`src/rtl/tetris_pkg.sv`:
```
// Shared board geometry and piece types for the Tetris datapath.
// A piece is three 10-bit rows anchored at shapeRowPos (top row of the piece).
package tetris_pkg;

    localparam int ROWS       = 20;
    localparam int COLS       = 10;
    localparam int SHAPE_ROWS = 3;
    localparam int POS_W      = 5;

    localparam logic [POS_W-1:0] POS_MIN = 5'd2;
    localparam logic [POS_W-1:0] POS_MAX = 5'd19;

    typedef logic [ROWS-1:0][COLS-1:0] board_t;

    typedef struct packed {
        logic [SHAPE_ROWS-1:0][COLS-1:0] shape;
        logic [POS_W-1:0]                row_pos;
    } shape_t;

    // Column 9 is the left edge, so a left move is a shift toward the MSB.
    function automatic shape_t shift_left(input shape_t s);
        shape_t res;
        res = s;
        for (int r = 0; r < SHAPE_ROWS; r++) begin
            res.shape[r] = {s.shape[r][COLS-2:0], 1'b0};
        end
        return res;
    endfunction

    function automatic logic pos_valid(input logic [POS_W-1:0] pos);
        return (pos >= POS_MIN) && (pos <= POS_MAX);
    endfunction

endpackage

```
`src/rtl/shape_place.sv`:
```
// Combinational placement of a 3-row piece onto an otherwise empty board.
// shape[2] lands on row_pos, shape[1] on row_pos-1, shape[0] on row_pos-2.
module shape_place
    import tetris_pkg::*;
(
    input  shape_t shp,
    output board_t mask
);

    generate
        for (genvar gi = 0; gi < ROWS; gi++) begin : g_row
            localparam logic [POS_W-1:0] ROW_IDX = POS_W'(gi);
            assign mask[gi] = (shp.row_pos == ROW_IDX)         ? shp.shape[2] :
                              (shp.row_pos == ROW_IDX + 5'd1)  ? shp.shape[1] :
                              (shp.row_pos == ROW_IDX + 5'd2)  ? shp.shape[0] :
                                                                 '0;
        end
    endgenerate

endmodule

```
`src/rtl/move_left.sv`:
```
// Sequential left-move engine: erase the piece, test the shifted footprint,
// then write back either the shifted or the original piece; supports hold-to-repeat.
module move_left
    import tetris_pkg::*;
#(
    parameter int unsigned REPEAT_DELAY  = 16,
    parameter int unsigned REPEAT_PERIOD = 4
) (
    input  logic   clk,
    input  logic   reset_n,
    input  logic   req,
    input  shape_t shp_in,
    input  board_t screen_in,
    output logic   busy,
    output logic   done,
    output logic   moved,
    output logic   err,
    output shape_t shp_out,
    output board_t screen_out
);

    localparam int CNT_W = 8;

    typedef enum logic [2:0] {
        S_IDLE,
        S_ERASE,
        S_CHECK,
        S_COMMIT,
        S_DONE
    } state_t;

    state_t             state_q, state_d;
    shape_t             shape_q, shape_d;
    board_t             board_q, board_d;
    logic               blocked_q, blocked_d;
    logic               req_prev_q, req_prev_d;
    logic               hold_q, hold_d;
    logic [CNT_W-1:0]   rpt_cnt_q, rpt_cnt_d;
    logic               busy_q, busy_d;
    logic               done_q, done_d;
    logic               moved_q, moved_d;
    logic               err_q, err_d;
    shape_t             shp_out_q, shp_out_d;
    board_t             screen_out_q, screen_out_d;

    shape_t shape_shift;
    board_t mask_orig;
    board_t mask_shift;
    logic   edge_hit;
    logic   start;

    assign shape_shift = shift_left(shape_q);
    assign edge_hit    = shape_q.shape[2][COLS-1] | shape_q.shape[1][COLS-1] |
                         shape_q.shape[0][COLS-1];

    shape_place u_place_orig (
        .shp  (shape_q),
        .mask (mask_orig)
    );

    shape_place u_place_shift (
        .shp  (shape_shift),
        .mask (mask_shift)
    );

    always_comb begin
        state_d      = state_q;
        shape_d      = shape_q;
        board_d      = board_q;
        blocked_d    = blocked_q;
        req_prev_d   = req;
        hold_d       = hold_q;
        rpt_cnt_d    = rpt_cnt_q;
        busy_d       = busy_q;
        done_d       = 1'b0;
        moved_d      = moved_q;
        err_d        = err_q;
        shp_out_d    = shp_out_q;
        screen_out_d = screen_out_q;
        start        = 1'b0;

        case (state_q)
            S_IDLE: begin
                if (req && (!req_prev_q || (hold_q && rpt_cnt_q == '0))) begin
                    start = 1'b1;
                end else if (req && hold_q) begin
                    rpt_cnt_d = rpt_cnt_q - 1'b1;
                end

                if (start) begin
                    shape_d = shp_in;
                    board_d = screen_in;
                    busy_d  = 1'b1;
                    if (!pos_valid(shp_in.row_pos)) begin
                        // Unplaceable piece: report it and echo the inputs untouched.
                        state_d      = S_DONE;
                        done_d       = 1'b1;
                        moved_d      = 1'b0;
                        err_d        = 1'b1;
                        shp_out_d    = shp_in;
                        screen_out_d = screen_in;
                    end else begin
                        state_d = S_ERASE;
                    end
                end
            end

            S_ERASE: begin
                board_d = board_q & ~mask_orig;
                state_d = S_CHECK;
            end

            S_CHECK: begin
                blocked_d = edge_hit | (|(mask_shift & board_q));
                state_d   = S_COMMIT;
            end

            S_COMMIT: begin
                if (!blocked_q) begin
                    board_d = board_q | mask_shift;
                    shape_d = shape_shift;
                end else begin
                    board_d = board_q | mask_orig;
                end
                // Outputs only ever see a fully rebuilt board.
                shp_out_d    = shape_d;
                screen_out_d = board_d;
                moved_d      = !blocked_q;
                err_d        = 1'b0;
                done_d       = 1'b1;
                state_d      = S_DONE;
            end

            S_DONE: begin
                busy_d  = 1'b0;
                state_d = S_IDLE;
                if (req) begin
                    rpt_cnt_d = hold_q ? CNT_W'(REPEAT_PERIOD) : CNT_W'(REPEAT_DELAY);
                    hold_d    = 1'b1;
                end
            end

            default: begin
                state_d = S_IDLE;
                busy_d  = 1'b0;
            end
        endcase

        if (!req) begin
            rpt_cnt_d = '0;
            hold_d    = 1'b0;
        end
    end

    always_ff @(posedge clk or negedge reset_n) begin
        if (!reset_n) begin
            state_q      <= S_IDLE;
            shape_q      <= '0;
            board_q      <= '0;
            blocked_q    <= 1'b0;
            req_prev_q   <= 1'b0;
            hold_q       <= 1'b0;
            rpt_cnt_q    <= '0;
            busy_q       <= 1'b0;
            done_q       <= 1'b0;
            moved_q      <= 1'b0;
            err_q        <= 1'b0;
            shp_out_q    <= '0;
            screen_out_q <= '0;
        end else begin
            state_q      <= state_d;
            shape_q      <= shape_d;
            board_q      <= board_d;
            blocked_q    <= blocked_d;
            req_prev_q   <= req_prev_d;
            hold_q       <= hold_d;
            rpt_cnt_q    <= rpt_cnt_d;
            busy_q       <= busy_d;
            done_q       <= done_d;
            moved_q      <= moved_d;
            err_q        <= err_d;
            shp_out_q    <= shp_out_d;
            screen_out_q <= screen_out_d;
        end
    end

    assign busy       = busy_q;
    assign done       = done_q;
    assign moved      = moved_q;
    assign err        = err_q;
    assign shp_out    = shp_out_q;
    assign screen_out = screen_out_q;

endmodule

```
`config.mk`:
```
export PLATFORM = sky130hd
export DESIGN_NAME = move_left
export DESIGN_NICKNAME = d
export VERILOG_FILES = /design/src/rtl/tetris_pkg.sv /design/src/rtl/shape_place.sv /design/src/rtl/move_left.sv
export SDC_FILE = /design/constraint.sdc
export NUM_CORES = 2
export LEC_CHECK = 0
export ABC_AREA = 1
export CAP_MARGIN = 20
export CORE_UTILIZATION = 50
export DETAILED_ROUTE_END_ITERATION = 8
export PLACE_DENSITY = 0.71
export REMOVE_ABC_BUFFERS = 1
export SLEW_MARGIN = 20
export SYNTH_ARGS = -nofsm -noshare
export SYNTH_HDL_FRONTEND = slang
export SYNTH_SLANG_ARGS = --single-unit
```
`constraint.sdc`:
```
create_clock -name clk -period 3.3 [get_ports clk]
set_clock_uncertainty 0.1 [all_clocks]
set_input_delay 0.66 -clock clk [delete_from_list [all_inputs] [get_ports clk]]
set_output_delay 0.66 -clock clk [all_outputs]
set_load 0.03 [all_outputs]
```
* Word level (Yosys, flattened, before mapping)
Cells that the tools add are included. Widths: inputs -> output; s select.
Storage, ports and cells: input port bits 238, output and inout bits 239, register bits after elaboration 488
Operators by class: multiplexer cells 155, bitwise operators 9, reductions and logical operators 19, add/subtract/negate cells 1, order comparisons 2, equal/unequal tests 31
Operator list (number):
- $mux 10 | 120
- $mux 200 | 4
- $pmux 200 s3 | 1
- $and 200x200->200 | 2
- $or 200x200->200 | 2
- $pmux 200 s2 | 1
- $not 200->200 | 1
- $reduce_or 200->1 | 1
- $mux 35 | 4
- $pmux 35 s2 | 2
- $eq 5x4->1 const B | 8
- $eq 5x5->1 const B | 6
- $mux 8 | 3
- $eq 5x3->1 const B | 4
- $pmux 8 s2 | 1
- $pmux 3 s4 | 1
- $mux 1 | 11
- $eq 5x2->1 const B | 2
- $logic_not 8->1 | 1
- $pmux 1 s2 | 4
- $sub 8x1->8 const B | 1
- $eq 3x2->1 const B | 2
- $mux 3 | 2
- $ne 3x3->1 const B | 2
- 21 further kinds | 31

* Depth between registers and ports, before layout
word-level depth 8, mapped depth 17, depth with buffers taken out 16

* Modules after synthesis
From an unflattened synthesis, not the netlist that was laid out.
Unflattened totals: cell total of the unflattened synthesis 5750, area, all modules 38394.3 um2
By module, submodules not included:
- move_left | instances 1, cells each 3692, area an instance 28209.6 um2
- shape_place | instances 2, cells each 1029, area an instance 5092.4 um2

* Worst setup path after synthesis
OpenSTA, ideal clock, no wires.
path kind reg2reg, start register rpt_cnt_q[0], end register screen_out_q (netlist bit screen_out[17]), period minus slack after synthesis 2.332 ns, required time 3.057 ns, buffers on the path 2, data arrival time 2.090 ns, cell stages (with the launch flop) 16, path slack 0.968 ns, cells stage by stage dfrtp_1 > inv_1 > ha_1 > nand2_1 > nor2_1 > nand2_1 > nor2_1 > nand3_1 > a21oi_2 > nand2_2 > a21oi_4 > nor2_2 > buf_2 > clkbuf_1 > nand2_1 > o221ai_1
Between the ends: cells in the longest elaborated chain, start to end 8
RTL lines:
- from (decl) | line move_left.sv:38 | logic [CNT_W-1:0] rpt_cnt_q, rpt_cnt_d;
- from (signal assigned) | line move_left.sv:177 | rpt_cnt_q <= rpt_cnt_d;
- $logic_not 8->1 | line move_left.sv:84 | if (req && (!req_prev_q || (hold_q && rpt_cnt_q == '0))) begin
- $logic_and 1x1->1 | line move_left.sv:84
- $logic_or 1x1->1 | line move_left.sv:84
- $logic_and 1x1->1 | line move_left.sv:84
- $mux 1 | line move_left.sv:84
- $mux 1 | line move_left.sv:82 | case (state_q)
- $ne 2x1->1 (no line)
- $reduce_and 3->1 (no line)
- to (signal assigned) | line move_left.sv:183 | screen_out_q <= screen_out_d;
- to (decl) | line move_left.sv:44 | board_t screen_out_q, screen_out_d;
Every way passes these cells. The select of a mux whose other input is x is not followed. A chain may end at the register's enable or synchronous reset.

* Final worst setup path
start register shape_q[0] in the netlist's numbering, end register blocked_q
Between the ends: cells in the longest elaborated chain, start to end 7, elaborated cells between the ends (all ways) 85
RTL lines:
- from (decl) | line move_left.sv:33 | shape_t shape_q, shape_d;
- from (signal assigned) | line move_left.sv:172 | shape_q <= shape_d;
- $eq 5x2->1 (tied with other cells) | line shape_place.sv:13, shape_place.sv:14, shape_place.sv:15
- $mux 10 | line shape_place.sv:15 | (shp.row_pos == ROW_IDX + 5'd2) ? shp.shape[0] :
- $mux 10 | line shape_place.sv:14 | (shp.row_pos == ROW_IDX + 5'd1) ? shp.shape[1] :
- $mux 10 | line shape_place.sv:13 | assign mask[gi] = (shp.row_pos == ROW_IDX) ? shp.shape[2] :
- $and 200x200->200 * | line move_left.sv:114 | blocked_d = edge_hit | (|(mask_shift & board_q));
- $reduce_or 200->1 * | line move_left.sv:114
- $or 1x1->1 * | line move_left.sv:114
- to (signal assigned) | line move_left.sv:174 | blocked_q <= blocked_d;
- to (decl) | line move_left.sv:35 | logic blocked_q, blocked_d;
Every way passes the cells marked *; elsewhere a longest branch is shown, timed or not.

==> results.ini <==
[run_status]
outcome=finished, violations left
failed_checks=design-rule violations

[yosys]
synth_area_leaders=dfrtp_1 38%, nand2_1 18%, nand3_1 8.5%, o21ai_0 6.5%, nor2_1 4.5%
yosys_most_used_dff=dfrtp_1
synth_edf_count=0
synth_top_area_share_pct=38.0
synth_most_common_cell=nand2_1
ys_ff_latch=488
synth_common_cells=1,567 x nand2_1, 548 x nand3_1, 488 x dfrtp_1
netlist_instances=4885
ys_types=44
avgSynthCellArea_um2=6.58
synth.cell_area_um2=32200
yosysWarnings=0
async_flop_share_pct=100
yosysSeqAreaShare_pct=38.0
synth_top_area_cell=dfrtp_1

[timing]
rsz0062_at_grt=no
min_period_ns=3.05
maxSlewHeadroom_pct=10.6
setup_viol=0
hold_viol=0
max_slew.worst_pin.slew_ns=1.34
fmax_ghz=0.327
min_period_over_period_pct=92.5
slew_viol_final=0
hold_slack_ns=0.376

[setup_path]
crit_fanout=20
required_ns=3.72
critical_path_class=flop to flop
r2r-start=shape_q[0]
slowest_stage=dfrtp_1
cp-startpoint=shape_q[0]
cpMostUsedCell=nand2_1
worstSetupEndpointType=flop
crit_chain=inv_2 -> nor2_1 -> nand2_1 -> nor2_1 -> buf_12 -> nand2_1 -> nand3_1 -> nand2_1 -> nand2_1 -> nor2_1 -> nand2_1 -> nor2_1 -> nand2_1 -> nor2_1 -> nand3_1 -> nand2_1 -> inv_1
cp-start-kind=flop
critPathArrivalTime_ns=3.48
critPathMaxStageDelay_ns=0.48
ff2ff_setup_slack_ns=0.25

[die]
die_h_um=256
dieArea_um2=65400
die_w_um=256
rows=92
io_pins=477
core-area_um2=63300
start_util_pct=50.8

[layout]
layout-drive-gt1-share_pct=7.40
instances_no_fill=6158
final_nets=5509
syn2layout_area_growth_pct=26.0

[placed_design]
post-dp-hpwl_um=103000
place.gp.congestion=1.06
io_buffers=476
dp.cells=6058

[global_route]
grt-ovfl-total=0
grt_usage_pct=44.1
antenna_found_initial=4
grt_max_degree=156
grt_pass1_vias=35900
grt_first_pass_wirelength_um=222000

[power_and_ir_drop]
combPwrFrac_pct=57.8
p_int_uw=20900
peakVddDrop_mv=0.582
power_leakage_uw=0.0190
seqPwrFrac_pct=28.0
clockPowerShare_pct=14.3
powerDensity_nw_per_um2=1080
p_switching_uw=22900
p_sw_share_pct=52.2

[route]
route.detailed.drc=9
num_vias=38300
drtIter0Drc=5501
routed_wl_um=147000
antenna_left=0
drt-pass1-iter-count=9
wire_per_inst_um=23.9
vias_per_cell=6.22

[cts]
cts-root-buf=clkbuf_16
cts_buffers=55
clk_latency_ns=0.63
clkTransAtPathRegs_ns=0.07
cts_tree=done
clk_path_buf_depth=3
cts_setup_buffers=0
cts_max_level=2
cts.sinks=488

[worst_hold_path]
hp-start=moved
hold_path.class=flop to flop

[flow_run]
cap_viol_max_count=0

## worst max-delay path: cells and delay by family, from the launching register on
family / cells / cell delay (ns)
buf+inv: 3 / 0.50
flops: 1 / 0.48
simple gates: 14 / 1.86
## timing repair
action                                  CTS  global route
hold buffers                              1             0
endpoints found under the hold margin    48             0
endpoints found under the setup margin    0             0
gates resized for setup                   0             0
## area by class of cell
type,count,area (um^2)
well taps,846,1060
flip-flops and latches,488,12200
repair buffers,703,6950
clock inverters,19,185
multi-input cells,3704,17300
clock buffers,76,1590
fillers,5875,22800
inverters,318,1210
diodes,4,10.0
## metal layers
layer / wire length (um) / global-route usage, % / share of wire, % / vias up
li1: - / - / - / 17100
met1: 54300 / 57.2 / 37 / 17700
met2: 62000 / 65.4 / 42 / 2829
met3: 20600 / 13.5 / 14 / 716
met4: 10200 / 24.5 / 6.9 / 4
met5: 31 / 0 / 0.021 / -
## cell families (layout without fill, tap and decap cells)
| logic type | after synthesis | after routing | share of synthesized area (%) |
|---|---|---|---|
| and+or+nand+nor | 2617 | 2617 | 33.6 |
| adders and majority gates | 1 | 1 | 0.0389 |
| DFF | 488 | 488 | 38.0 |
| buffers and inverters | 693 | 1116 | 8.43 |
| other | 0 | 4 | 0 |
| muxes | 14 | 14 | 0.490 |
| AOI/OAI and AO/OA | 1072 | 1072 | 19.5 |
## per-stage QoR
stage | setup slack (ns) | setup TNS, ns | util (%) | instance area [um^2] | total power (uW)
floorplan | -14.39 | -5839.85 | - | 30700 | 24800
global placement | 0.390 | 0 | 61.2 | 38700 | 36100
detailed placement | 0.350 | 0 | 61.2 | 38700 | 36400
CTS | 0.455 | 0 | 64.0 | 40500 | 42700
global route | 0.156 | 0 | 64.0 | 40500 | 45700
finish | 0.246 | 0 | 64.0 | 40500 | 43800
## layout by cell type, fill, tap and decap left out, drive strengths merged, types with 21 or more instances in the layout
cell type and instances:
a21oi 179, a22o 47, a31oi 36, buf 227
clkbuf 76, clkdlybuf4s50 475, clkinv 21, dfrtp 488
inv 310, nand2 1572, nand3 548, nand4 67
nor2 405, o211ai 106, o21ai 569, o221ai 48
o31ai 39
## flip-flops by register name, summed over array words and instances, names as in the netlist
register,cells
shape_q,35
busy,1
err,1
board_q,200
moved,1
done,1
state_q,3
blocked_q,1
rpt_cnt_q,8
req_prev_q,1
shp_out,35
hold_q,1
screen_out,200
## power by group through the flow
stage	clock, uW	sequential (uW)	combinational, uW
global placement	0	12000	24100
global route	6470	12400	26800
finish	6240	12200	25300
floorplan	0	13800	10900
detailed placement	0	12000	24400
CTS	6250	12000	24500
## path summary, 6_finish.rpt
kind	endpoint	cells after the start
setup / recovery	blocked_q	17
hold reg to reg	moved	2
min in group asynchronous	screen_out[120]	2
hold / removal	moved	2
setup reg to reg	blocked_q	17
max in group asynchronous	board_q[30]	3
(Power assumes the default switching activity.)
